$ cat src/rtl/defunnel_ctrl_5_1.sv
// defunnel_ctrl_5_1 : control path for a beat-to-word defunnel.
// Collects beats of R lanes (R = 1, 2 or 4) into an 8-slot word and
// presents the assembled word downstream with a valid/ready handshake.
// Optional feature macro: DEFUNNEL_CTRL_FLUSH_EN adds port t_last, which
// terminates a word early on any beat.
module defunnel_ctrl_5_1 (
    input  logic       clk,
    input  logic       reset_n,     // active-high synchronous reset
    input  logic       t_valid,
    output logic       t_ready,
    input  logic [7:0] t_cfg_dat,
    output logic [7:0] mode,
    output logic [7:0] enable,
    output logic       i_0_valid,
    input  logic       i_0_ready,
`ifdef DEFUNNEL_CTRL_FLUSH_EN
    input  logic       t_last,
`endif
    output logic       err_mode
);

    typedef enum logic {FILL = 1'b0, HOLD = 1'b1} state_t;

    state_t     state_q;
    logic [2:0] k_q;
    logic [7:0] mode_q;
    logic       err_q;

    logic       accept;
    logic       word_start;
    logic       cfg_legal;
    logic [7:0] cfg_san;
    logic [2:0] r_eff;
    logic [2:0] last_k;
    logic [7:0] lane_mask;
    logic [3:0] shamt;
    logic       last_beat;
    logic       flush;

`ifdef DEFUNNEL_CTRL_FLUSH_EN
    assign flush = t_last;
`else
    assign flush = 1'b0;
`endif

    // A held word is never overwritten; reset forces the upstream side open.
    assign i_0_valid  = (state_q == HOLD);
    assign t_ready    = reset_n || !i_0_valid || i_0_ready;
    assign accept     = t_valid && t_ready && !reset_n;
    assign word_start = (k_q == 3'd0);

    // Illegal lane counts fall back to one lane per beat.
    assign cfg_legal = (t_cfg_dat[2:0] == 3'd1) || (t_cfg_dat[2:0] == 3'd2) ||
                       (t_cfg_dat[2:0] == 3'd4);
    assign cfg_san   = cfg_legal ? t_cfg_dat : {t_cfg_dat[7:3], 3'd1};

    // The config is only looked at on the first beat of a word.
    assign r_eff = word_start ? cfg_san[2:0] : mode_q[2:0];
    assign mode  = (accept && word_start) ? cfg_san : mode_q;

    // Per-R lane mask, slot offset k*R and final beat index B-1.
    always_comb begin
        lane_mask = 8'h01;
        shamt     = {1'b0, k_q};
        last_k    = 3'd7;
        case (r_eff)
            3'd2: begin
                lane_mask = 8'h03;
                shamt     = {k_q, 1'b0};
                last_k    = 3'd3;
            end
            3'd4: begin
                lane_mask = 8'h0F;
                shamt     = {k_q[1:0], 2'b00};
                last_k    = 3'd1;
            end
            default: begin
                lane_mask = 8'h01;
                shamt     = {1'b0, k_q};
                last_k    = 3'd7;
            end
        endcase
    end

    assign enable    = accept ? (lane_mask << shamt) : 8'h00;
    assign last_beat = accept && ((k_q == last_k) || flush);

    // FILL/HOLD sequencing, beat counter, mode latch and sticky error.
    always_ff @(posedge clk) begin
        if (reset_n) begin
            state_q <= FILL;
            k_q     <= 3'd0;
            mode_q  <= 8'h01;
            err_q   <= 1'b0;
        end else begin
            if (accept && word_start) begin
                mode_q <= cfg_san;
                if (!cfg_legal) err_q <= 1'b1;
            end
            if (accept) begin
                // An accepted beat in HOLD implies the old word left this edge.
                if (last_beat) begin
                    state_q <= HOLD;
                    k_q     <= 3'd0;
                end else begin
                    state_q <= FILL;
                    k_q     <= k_q + 3'd1;
                end
            end else if (state_q == HOLD && i_0_ready) begin
                state_q <= FILL;
            end
        end
    end

    assign err_mode = err_q;

endmodule

$ cat config.mk
export PLATFORM = sky130hd
export DESIGN_NAME = defunnel_ctrl_5_1
export DESIGN_NICKNAME = d
export VERILOG_FILES = /design/src/rtl/defunnel_ctrl_5_1.sv
export SDC_FILE = /design/constraint.sdc
export NUM_CORES = 1
export LEC_CHECK = 0
export BUFFER_PORTS_ARGS = -buffer_cell sky130_fd_sc_hd__buf_2
export CAP_MARGIN = 0
export CORE_ASPECT_RATIO = 0.8
export CORE_MARGIN = 8
export CORE_UTILIZATION = 50
export CTS_CLUSTER_SIZE = 12
export DETAILED_ROUTE_END_ITERATION = 16
export PLACE_DENSITY = 0.78
export SLEW_MARGIN = 20
export SYNTH_ARGS = -nofsm -noshare
export SYNTH_HDL_FRONTEND = slang
export SYNTH_SLANG_ARGS = --single-unit
$ cat constraint.sdc
create_clock -name clk -period 3.6 [get_ports clk]
set_input_delay 0.72 -clock clk [delete_from_list [all_inputs] [get_ports clk]]
set_output_delay 0.72 -clock clk [all_outputs]
set_load 0.05 [all_outputs]
==> out/metrics.yaml <==
routing:
  antenna_left: 0
  via_per_inst: 5.883
  route.detailed.drc: 0
  vias: 1053
  firstDrtPassIters: 4
  finalWirelength_mm: 2.633
  drtIter0Drc: 52
  wl_per_cell_um: 14.71
clock_tree:
  cts_max_level: 1
  cts_tree: "yes"
  cts_buffers: 3
  clkLatencyLatePin_ps: 280
  cts.sinks: 13
  cts.clk_slew.worst_paths_ps: 70
  holdBufCountCts: 0
  root_buffer: "clkbuf_4"
  clockBufferDepth: 2
floorplan:
  pin_count: 31
  die_h_um: 56.81
  row_count: 14
  start_util_pct: 54.03
  core_area_um2: 1927
  die_w_um: 67.02
  dieArea_um2: 3807
synthesis:
  yosys.area.top_type: "dfxtp_1"
  synth.area.top_cells: "dfxtp_1 25%, mux2_2 7.6%, and2_1 4.8%"
  syn_nets: 138
  yosys_warnings: 0
  yosysTopAreaCellShare_pct: 25.00
  yosysSeqAreaShare_pct: 25.00
  postSynthCellCount: 124
  synth_area_um2: 1041
  synth.ff_latch_count: 13
  async_reset_ff_share_pct: 0
  synth_edf_count: 0
  synth_cell_type_count: 43
  synth.avg_cell_area_um2: 8.395
  synth_ff_type: "dfxtp_1"
sta:
  period_minus_slack_ps: 3402
  setup_viol: 0
  max-slew-margin-rel_pct: 71.81
  slew_violations: 0
  whs_ps: 481.0
  finalCritPeriodShare_pct: 94.49
  rsz0062_at_grt: "false"
  max_freq_ghz: 0.2940
  worst_slew_pin_slew_ps: 421.0
  fin_skew_ps: 2.516
  timing.final.hold_violations: 0
  fin_setup_tns_ps: 0
worst_setup_path:
  arrival_ps: 2680
  worst_ep_required_time_ps: 2880
  crit_buf_inv: 2
  critPathMaxFanout: 9
  worstPathCellList: "clkinv_1, ha_1, nor2b_2, o22ai_1, nand2_1, a2111oi_2, buf_2"
  cpMaxStageDelayCell: "dfxtp_1"
  end_kind: "primary output"
  critPathLaunchType: "flop"
  max_stage_delay_ps: 520
  crit_type: "flop to primary output"
  path_delay_family: "compound AO/OA/AOI/OAI gates"
final_layout:
  postLayoutCoreUtil_pct: 65.19
  drive_gt1_share_pct: 37.42
  fin_nets: 170
  area_delta_synth_final_pct: 20.67
  layout_common_cells: "30 x buf_2, 13 x dfxtp_1, 11 x nor2_1"
  layout_commonest_cell: "buf_2"
  antennaDiodeCount: 0
placed_design:
  gp_congestion: 0.9678
  port_buffers: 30
  hpwl_mm: 2.118
global_routing:
  grt_pass1_wl_mm: 4.436
  grt_pass1_vias: 1005
  grt_max_degree: 15
  gr-usage-all-layers_pct: 14.13
  antenna_found_initial: 0
  overflow: 0
worst_hold_path:
  hold_path.class: "flop to flop"
pwr:
  p_per_area_nw_per_um2: 318.5
  p_leak_nw: 0.5591
  max-vdd-ir-drop_mv: 0.2355
run_status:
  status: "completed"
run:
  drv_cap: 0
## Yosys cell counts, types with 2 or more instances
cell type / number
nand4_1: 3
xnor2_1: 4
a21oi_1: 7
mux2i_1: 2
ha_1: 2
nor2_1: 11
and2_1: 8
o21ai_0: 4
nand2b_1: 3
inv_1: 2
o31ai_1: 2
nor3_1: 2
nor2b_1: 4
buf_2: 2
nand2_1: 6
nand3_1: 8
a22oi_1: 2
mux2_2: 7
dfxtp_1: 13
o22ai_1: 2
clkbuf_1: 5
o21ai_1: 2
a31oi_1: 3
## path summary, 6_finish.rpt
path                                              end  slack [ps]  cells after the start                   from
worst max-delay path                        enable[0]         200                      7    k_q[0]$_SDFFE_PP0P_
worst min-delay path            err_mode$_SDFFE_PP0P_         480                      2  err_mode$_SDFFE_PP0P_
worst max register to register   mode_q[3]$_SDFF_PP0_        1430                      6    k_q[0]$_SDFFE_PP0P_
worst min register to register  err_mode$_SDFFE_PP0P_         480                      2  err_mode$_SDFFE_PP0P_
## power by group
part	switching (mW)	total, mW	internal (mW)
clock network	0.0468	0.0898	0.0430
registers	0.00671	0.158	0.151
logic	0.100	0.152	0.0518
total	0.154	0.400	0.246
## metal layers
| layer | global-route usage [%] | vias up | wire [µm] |
|---|---|---|---|
| met1 | 17.21 | 493 | 1114 |
| met2 | 23.84 | 48 | 1261 |
| met3 | 4.950 | 2 | 248 |
| met4 | 1.190 | 0 | 8 |
| met5 | 0 | - | 0 |
| li1 | - | 510 | - |
## sequential cells by signal (all words and copies together), names as in the netlist
signal     count
err_mode       1
i_0_valid      1
k_q            3
mode_q         8
## tightest hold or removal path: cells and delay by family (launching register included)
kind / cells / cell delay, ps
flip-flops: 1 / 330
AND/OR/NAND/NOR: 2 / 120
## per-stage QoR
step / setup WS (ps) / power (mW) / instance area [µm²] / std cells
finish: 198.3 / 0.4001 / 1256 / 179
global route: 33.12 / 0.4206 / 1256 / 179
CTS: 11.58 / 0.4031 / 1254 / 179
detailed placement: 346.3 / 0.3116 / 1227 / 175
global placement: 464.1 / 0.3085 / 1227 / 175
floorplan: 36.75 / 0.2752 / 1046 / 124
## logic make-up after synthesis
logic type | count (synthesis) | share of synthesized area, %
adder cells (fa/ha/maj) | 2 | 2.403
multiplexers | 12 | 13.34
XOR/XNOR | 5 | 4.207
AO/OA/AOI/OAI | 29 | 21.03
buffers and inverters | 11 | 4.207
flip-flops | 13 | 25.00
AND/OR/NAND/NOR | 52 | 29.81
## final cells by class
type                    instances  area [µm²]
fillers                       179       670.6
well taps                      24       30.03
inverters                       4       15.01
multi-input cells             100       744.5
flip-flops and latches         13       260.3
clock buffers                   4       26.28
repair buffers                 34       180.2
## timing repair
item | CTS | global route
resized for setup | 0 | 1
setup endpoints to repair | 0 | 7
buffers inserted | 0 | 0
No activity file was read; power rests on OpenSTA's default activity.
